File: src/rtl/prbs_pkg.sv
// Shared definitions for the PRBS pattern generator and its matching checker:
// mode encoding, per-polynomial width/tap constants and the reseed value.
package prbs_pkg;

  typedef enum logic [2:0] {
    MODE_PRBS7  = 3'd0,
    MODE_PRBS9  = 3'd1,
    MODE_PRBS15 = 3'd2,
    MODE_PRBS23 = 3'd3,
    MODE_PRBS31 = 3'd4,
    MODE_ALT    = 3'd5,
    MODE_ZERO_A = 3'd6,
    MODE_ZERO_B = 3'd7
  } prbs_mode_e;

  localparam int unsigned LFSR_W = 31;

  // W is the polynomial degree, T the second tap (x^W + x^T + 1)
  localparam int unsigned PRBS7_W  = 7;
  localparam int unsigned PRBS7_T  = 6;
  localparam int unsigned PRBS9_W  = 9;
  localparam int unsigned PRBS9_T  = 5;
  localparam int unsigned PRBS15_W = 15;
  localparam int unsigned PRBS15_T = 14;
  localparam int unsigned PRBS23_W = 23;
  localparam int unsigned PRBS23_T = 18;
  localparam int unsigned PRBS31_W = 31;
  localparam int unsigned PRBS31_T = 28;

  // All-ones covers the low W bits of every polynomial and starts MODE_ALT at phase 1
  localparam logic [LFSR_W-1:0] PRBS_SEED = '1;

  function automatic logic is_lfsr_mode(input prbs_mode_e m);
    return (m <= MODE_PRBS31);
  endfunction

endpackage

File: src/rtl/lfsr_prbs_step.sv
// Combinational DATA_WIDTH-bit advance of the 31-bit pattern state; bits_out[0]
// is the first generated bit. Shared with the far-end checker.
module lfsr_prbs_step
  import prbs_pkg::*;
#(
  parameter int DATA_WIDTH = 8
) (
  input  prbs_mode_e              mode,
  input  logic [LFSR_W-1:0]       state_in,
  output logic [LFSR_W-1:0]       state_out,
  output logic [DATA_WIDTH-1:0]   bits_out
);

  logic [LFSR_W-1:0] s_work;
  logic              nb;

  always_comb begin
    s_work   = state_in;
    nb       = 1'b0;
    bits_out = '0;
    for (int i = 0; i < DATA_WIDTH; i++) begin
      case (mode)
        MODE_PRBS7:  nb = s_work[PRBS7_W-1]  ^ s_work[PRBS7_T-1];
        MODE_PRBS9:  nb = s_work[PRBS9_W-1]  ^ s_work[PRBS9_T-1];
        MODE_PRBS15: nb = s_work[PRBS15_W-1] ^ s_work[PRBS15_T-1];
        MODE_PRBS23: nb = s_work[PRBS23_W-1] ^ s_work[PRBS23_T-1];
        MODE_PRBS31: nb = s_work[PRBS31_W-1] ^ s_work[PRBS31_T-1];
        MODE_ALT:    nb = s_work[0];
        default:     nb = 1'b0;
      endcase
      bits_out[i] = nb;
      // The alternating pattern keeps its phase in bit 0 so it runs on across words
      if (is_lfsr_mode(mode)) begin
        s_work = {s_work[LFSR_W-2:0], nb};
      end else if (mode == MODE_ALT) begin
        s_work[0] = ~s_work[0];
      end
    end
    state_out = s_work;
  end

endmodule

File: src/rtl/prbs_pattern_gen.sv
// Multi-pattern PRBS generator with valid/ready output, word-aligned reseed and
// optional single-bit error injection (enabled by defining PRBS_GEN_ERR_INJ_EN).
module prbs_pattern_gen
  import prbs_pkg::*;
#(
  parameter int DATA_WIDTH = 8,
  parameter int REVERSE    = 0,
  parameter int INVERT     = 0
) (
  input  logic                  clk,
  input  logic                  rst,
  input  logic                  enable,
  input  logic [2:0]            mode,
  input  logic                  reseed,
  input  logic                  inject_err,
  output logic [DATA_WIDTH-1:0] m_data,
  output logic                  m_valid,
  input  logic                  m_ready,
  output logic [15:0]           inj_count
);

  logic [LFSR_W-1:0]     lfsr_q, lfsr_d;
  prbs_mode_e            active_mode_q, active_mode_d;
  logic                  reseed_pend_q, reseed_pend_d;
  logic                  m_valid_q, m_valid_d;
  logic [DATA_WIDTH-1:0] m_data_q, m_data_d;

  logic                  load;
  logic [LFSR_W-1:0]     step_start, step_next;
  logic [DATA_WIDTH-1:0] gen_bits, ordered_bits, shaped_word, final_word;

  // A held word blocks loading until it is accepted
  assign load       = enable && (!m_valid_q || m_ready);
  assign step_start = reseed_pend_q ? PRBS_SEED : lfsr_q;

  lfsr_prbs_step #(
    .DATA_WIDTH (DATA_WIDTH)
  ) u_step (
    .mode      (active_mode_q),
    .state_in  (step_start),
    .state_out (step_next),
    .bits_out  (gen_bits)
  );

  for (genvar gi = 0; gi < DATA_WIDTH; gi++) begin : g_order
    if (REVERSE != 0) begin : g_lsb_first
      assign ordered_bits[gi] = gen_bits[gi];
    end else begin : g_msb_first
      assign ordered_bits[gi] = gen_bits[DATA_WIDTH-1-gi];
    end
  end

  assign shaped_word = (INVERT != 0) ? ~ordered_bits : ordered_bits;

`ifdef PRBS_GEN_ERR_INJ_EN
  logic        inj_pend_q, inj_pend_d;
  logic [15:0] inj_count_q, inj_count_d;
  logic        inj_fire;

  // A pulse arriving with a load corrupts that very word
  assign inj_fire = load && (inj_pend_q || inject_err);

  always_comb begin
    final_word    = shaped_word;
    final_word[0] = shaped_word[0] ^ inj_fire;
  end

  always_comb begin
    inj_pend_d  = inj_pend_q;
    inj_count_d = inj_count_q;
    if (inj_fire) begin
      inj_pend_d = 1'b0;
      if (inj_count_q != 16'hFFFF) begin
        inj_count_d = inj_count_q + 16'd1;
      end
    end else if (inject_err) begin
      inj_pend_d = 1'b1;
    end
  end

  always_ff @(posedge clk) begin
    if (rst) begin
      inj_pend_q  <= 1'b0;
      inj_count_q <= 16'd0;
    end else begin
      inj_pend_q  <= inj_pend_d;
      inj_count_q <= inj_count_d;
    end
  end

  assign inj_count = inj_count_q;
`else
  logic unused_inject_err;
  assign unused_inject_err = inject_err;
  assign final_word        = shaped_word;
  assign inj_count         = 16'd0;
`endif

  always_comb begin
    lfsr_d        = lfsr_q;
    active_mode_d = active_mode_q;
    reseed_pend_d = reseed_pend_q;
    m_valid_d     = m_valid_q;
    m_data_d      = m_data_q;
    if (load) begin
      lfsr_d        = step_next;
      m_data_d      = final_word;
      m_valid_d     = 1'b1;
      reseed_pend_d = 1'b0;
    end else if (m_valid_q && m_ready) begin
      m_valid_d = 1'b0;
    end
    // Requests seen this cycle only take effect at the following load
    if (mode != active_mode_q) begin
      active_mode_d = prbs_mode_e'(mode);
      reseed_pend_d = 1'b1;
    end
    if (reseed) begin
      reseed_pend_d = 1'b1;
    end
  end

  always_ff @(posedge clk) begin
    if (rst) begin
      lfsr_q        <= PRBS_SEED;
      active_mode_q <= MODE_PRBS7;
      reseed_pend_q <= 1'b0;
      m_valid_q     <= 1'b0;
      m_data_q      <= '0;
    end else begin
      lfsr_q        <= lfsr_d;
      active_mode_q <= active_mode_d;
      reseed_pend_q <= reseed_pend_d;
      m_valid_q     <= m_valid_d;
      m_data_q      <= m_data_d;
    end
  end

  assign m_data  = m_data_q;
  assign m_valid = m_valid_q;

endmodule
File: config.mk
export PLATFORM = sky130hd
export DESIGN_NAME = prbs_pattern_gen
export DESIGN_NICKNAME = d
export VERILOG_FILES = /design/src/rtl/prbs_pkg.sv /design/src/rtl/lfsr_prbs_step.sv /design/src/rtl/prbs_pattern_gen.sv
export SDC_FILE = /design/constraint.sdc
export NUM_CORES = 1
export LEC_CHECK = 0
export ABC_AREA = 1
export CAP_MARGIN = 5
export CORE_MARGIN = 5
export CORE_UTILIZATION = 30
export CTS_BUF_LIST = sky130_fd_sc_hd__clkbuf_16
export CTS_CLUSTER_SIZE = 28
export DETAILED_ROUTE_END_ITERATION = 6
export GPL_ROUTABILITY_DRIVEN = 0
export SYNTH_ARGS = -nofsm -noshare
export SYNTH_HDL_FRONTEND = slang
export SYNTH_SLANG_ARGS = --single-unit
File: constraint.sdc
create_clock -name clk -period 8.2 [get_ports clk]
set_input_delay 0.82 -clock clk [delete_from_list [all_inputs] [get_ports clk]]
set_output_delay 0.82 -clock clk [all_outputs]
set_load 0.02 [all_outputs]
## Word level (Yosys, flattened, before mapping)

Index checks and enable logic that the tools add are counted.
W data, S select, Z words.

| storage, ports and cells | value |
|---|---|
| logic and storage cells | 105 |
| register bits | 44 |

| operators by class | value |
|---|---|
| bitwise gates (word level) | 48 |
| equal/unequal tests | 6 |
| magnitude comparators | 1 |
| mux-type cells | 38 |
| reduce and logical (&&, ||, !) cells | 7 |

Operators with widths:

| operator | count |
|---|---|
| $mux W30 | 8 |
| $pmux W1 S6 | 8 |
| $xor A1 B1 Y1 | 40 |
| $mux W31 | 1 |
| $mux W1 | 21 |
| $not A1 Y1 | 8 |
| $eq A3 B2 Y1 const B | 2 |
| $eq A3 B3 Y1 const B | 2 |
| $eq A3 B1 Y1 const B | 1 |
| $le A3 B3 Y1 const B | 1 |
| $logic_not A3 Y1 | 1 |
| $ne A3 B3 Y1 | 1 |
| $reduce_bool A3 Y1 | 1 |
| $logic_and A1 B1 Y1 | 2 |
| $reduce_bool A2 Y1 | 1 |
| $logic_not A1 Y1 | 1 |
| $logic_or A1 B1 Y1 | 1 |

## Logic depth before layout (Yosys ltp)

| depth | value |
|---|---|
| depth after elaboration | 25 |
| gate-level depth with buffers | 52 |
| depth with buffers taken out | 50 |

## By module

Synthesis repeated with hierarchy kept, for this count alone.

| second synthesis, totals | value |
|---|---|
| cell total of the unflattened synthesis | 632 |
| area, all modules | 3768.6 um2 |

By module, submodules not included:

| module | area each (um2) | cells an instance | sequential area each (um2) | instances |
|---|---|---|---|---|
| prbs_pattern_gen | 1890.6 | 255 | 880.8 | 1 |
| lfsr_prbs_step | 1878.1 | 377 | 0.0 | 1 |

## Worst setup path before layout

No wires, ideal clock.

| path | value |
|---|---|
| path type | reg2reg |
| start point | register reseed_pend_q |
| end point | register lfsr_q[0] |
| buffers on the path | 2 |
| data arrival time | 5840 ps |
| setup time | 117 ps |
| stages on the path, launching flop included | 52 |
| setup slack | 2243 ps |
| required time | 8083 ps |
| cells stage by stage | dfxtp_1 buf_4 buf_6 inv_2 nand2_1 ha_1 o21bai_1 nor2_1 nand3_2 o21ai_0 inv_1 ha_1 inv_1 nand2_1 nor2_2 nand3_2 o21ai_0 inv_1 [16 not listed] ha_1 a31o_2 nor3_1 nand2_1 nand2_1 nand2_1 ha_1 inv_1 o2111ai_1 nor2_1 nand2_1 nand2_1 nand2_1 ha_1 nor3_1 nand3_1 o21bai_1 nand2_1 |

| between the ends | value |
|---|---|
| word-level cells in the longest chain between the ends | 25 |

RTL lines:

| item | line | source |
|---|---|---|
| from (decl) | prbs_pattern_gen.sv:24 | `logic reseed_pend_q, reseed_pend_d;` |
| from (signal assigned) | prbs_pattern_gen.sv:133 | `reseed_pend_q <= reseed_pend_d;` |
| $mux W31 * | prbs_pattern_gen.sv:34 | `assign step_start = reseed_pend_q ? PRBS_SEED : lfsr_q;` |
| branches (longest 23 deep; another with $pmux W1 S6) | n/a |  |
| $mux W1 * | lfsr_prbs_step.sv:33 | `if (is_lfsr_mode(mode)) begin` |
| to (signal assigned) | prbs_pattern_gen.sv:131 | `lfsr_q <= lfsr_d;` |
| to (decl) | prbs_pattern_gen.sv:22 | `logic [LFSR_W-1:0] lfsr_q, lfsr_d;` |

Mark *: on every way between the ends.
A chain may end at the register's enable or synchronous reset.

## Worst setup path in the final report

| path | value |
|---|---|
| start point | register active_mode_q[1] |
| end point | register lfsr_q[0] |

| between the ends | value |
|---|---|
| word-level cells in the longest chain between the ends | 24 |

RTL lines:

| item | line | source |
|---|---|---|
| from (decl) | prbs_pattern_gen.sv:23 | `prbs_mode_e active_mode_q, active_mode_d;` |
| from (signal assigned) | prbs_pattern_gen.sv:132 | `active_mode_q <= active_mode_d;` |
| branches (longest 23 deep; another with $le A3 B3 Y1) | n/a |  |
| $mux W1 * | lfsr_prbs_step.sv:33 |  |

Marked as above.

==> qor.txt <==
H-tree levels: 2
Post-DRT Antenna Nets: 0
Tot GR Track Use: 0.1508
Yosys warnings: 0
Number of global-route vias before repair: 3531
Mapped cell area: 3583 sq um
Placed inst area: 3836 sq um
Die area: 14230 sq um
# DRC: 0
Setup crit start kind: flip-flop
CP Capture Type: flip-flop
Fin nets: 613
Pwr dens: 162.6 nW/um^2
Vias per Instance: 5.179
Die height: 119.3 microns
Setup Skew: 6.969 ps
Crit Path Class: reg -> reg
Outcome: finished, final reports clean
Post_cts resized: 0
Leading post-synthesis cells by cell area: dfxtp_1, nand2_1, nand3_1
Hold Violations, Final: 0
Syn avg cell area: 6.094 sq um
Area leader, netlist: dfxtp_1
Initial core utilization: 0.3021
WP buf/inv: 7
Pre-antenna DRT Iters: 5
Setup Viol. Count Final: 0
Yosys top cell area share: 0.2458
Slowest Stage Delay on Critical Path: 490 ps
CTS Root Cell: clkbuf_16
R2R cell count: 50
Post-route minimum period: 7280 ps
Pin count of the biggest net entering global routing: 45
Via count: 3853
Clock Sinks: 44
Ys flop type: dfxtp_1
R2r endpoint: lfsr_q[0]
GRT Residual Overflow: 0
Fin area: 4004 sq um
Clk buf depth: 2
Min-delay src: m_data[3]
Ys async rst share: 0
# hold bufs at CTS: 0
Count of different cell masters after synthesis: 41
Pleak: 2.018 nW
Core Region: 11860 sq um
Post-Syn Instances: 588
Routed WL: 10500 microns
Row cnt: 40
Crit-path max FO: 8
EDFF count, synth: 0
Chip width: 119.3 microns
Post-synthesis sequential area ratio: 0.2458
Initial antenna violation count: 0
Clk Latency, worst-skew pair: 290 ps
Ratio of cells with drive above 1 in the final layout: 0.09213
Max Slew Vio Count: 0
Max Cap Violations: 0
Reg clk slew, reported paths: 70 ps
CP most frequent cell: nand2_1
First-pass GRT wire length: 17730 microns
Flops & latches, synth: 44
Slowest cell on crit path: dfxtp_1
Crit path DAT: 7460 ps
CTS tree: built
Hold Crit Depth: 2
Setup TNS Final: 0 ps
Worst EP required: 8380 ps
Hold Path End: m_data[3]
Fmax: 0.1374 GHz
Wire per inst: 14.11 microns
Flop2flop setup slack: 920 ps
Slew Limit Headroom: 0.2136
Layout area overhead: 11.73%
Reg-to-reg critical path startpoint: active_mode_q[1]
Worst Tran Pin Value: 1172 ps
Max rail drop VDD: 0.06271 mV
Worst min path class: reg -> reg
First DRT Iteration DRCs: 392
Unrepaired setup endpoints after global routing: false
N_diodes: 0
Critical path's top delay family: simple AND/OR/NAND/NOR gates
DP Wirelength: 7600 microns
Setup Buffers After CTS: 0
Period utilisation layout: 0.8878
Number of buffers added on ports: 16
Cts bufs inserted: 5
Io pins: 34
-- per-layer routing --
metal  track usage  vias up  share of wire
met5             0        -              0
met4       0.04223        0          0.020
met3       0.03229       16          0.061
met2        0.2335      124           0.44
met1        0.2111     1788           0.48
li1              -     1925              -
-- per-stage QoR --
step	hold WS [ps]	worst slack [ps]	std cells	power, mW	util
2_1_floorplan	440.5	2243	603	0.3760	-
3_3_place_gp	450.6	979.7	736	0.4163	0.3234
3_5_place_dp	454.8	984.8	736	0.4191	0.3234
4_1_cts	471.2	939.3	744	0.6557	0.3376
5_1_grt	483.9	135.1	744	0.6895	0.3376
6_report	466.2	919.8	744	0.6509	0.3376
-- worst register-to-register path: cells and delay by family, from the launching register on --
family | cells | cell delay, ps
AO/OA/AOI/OAI | 10 | 1410
adder cells (fa/ha/maj) | 8 | 1610
buffers and inverters | 7 | 450
flip-flops | 1 | 490
AND/OR/NAND/NOR | 25 | 3220
-- registers in the layout (all words and copies together), names as in the netlist --
signal         count
m_data             8
lfsr_q            31
active_mode_q      3
reseed_pend_q      1
m_valid            1
-- worst max-delay path by stage --
| stage | cells past startpoint | endpoint | start | slack (ps) |
|---|---|---|---|---|
| after floorplan | 51 | lfsr_q[0] | reseed_pend_q | 2240 |
| after global placement | 44 | lfsr_q[0] | active_mode_q[0] | 980 |
| after detailed placement | 50 | lfsr_q[0] | active_mode_q[1] | 980 |
| after CTS | 50 | lfsr_q[0] | active_mode_q[1] | 940 |
| after global routing | 50 | lfsr_q[0] | active_mode_q[1] | 140 |
| final | 50 | lfsr_q[0] | active_mode_q[1] | 920 |
-- power by group --
| group | internal, mW | leakage [nW] | total, mW | switching [mW] |
|---|---|---|---|---|
| Sequential | 0.230 | 0.364 | 0.241 | 0.0112 |
| Combinational | 0.0601 | 1.57 | 0.176 | 0.116 |
| Clock | 0.143 | 0.0798 | 0.234 | 0.0906 |
-- cell usage in the layout, fill, tap and decap left out, types with 9 or more instances in the layout --
cell	instances
a21oi_1	37
buf_4	15
clkdlybuf4s50_1	16
conb_1	16
dfxtp_1	44
inv_1	44
nand2_1	197
nand3_1	62
nand4_1	9
nor2_1	38
o211ai_1	9
o21ai_0	27
-- cells in the mapped netlist, drive strengths merged (3+ instances only) --
cell,number
nand3,69
dfxtp,44
buf,32
a22o,5
a21oi,38
nor3,4
ha,8
clkbuf,14
nor2,45
xnor2,3
o211ai,9
o21ai,32
nand4,9
inv,48
nand2,205
o311ai,7
-- final cells by class --
type | instances | area (sq um)
inverters | 49 | 186.4
multi-input cells | 464 | 2292
well taps | 147 | 183.9
fillers | 1287 | 7858
clock inverters | 3 | 42.54
clock buffers | 5 | 125.1
flip-flops and latches | 44 | 880.8
repair buffers | 32 | 292.8
-- cell families after synthesis --
group | share of synthesized area
XOR/XNOR | 0.007334
flip-flops | 0.2458
AO/OA/AOI/OAI | 0.1676
AND/OR/NAND/NOR | 0.4179
adder cells (fa/ha/maj) | 0.02793
other | 0.001046
buffers and inverters | 0.1323
(Power assumes the default switching activity.)
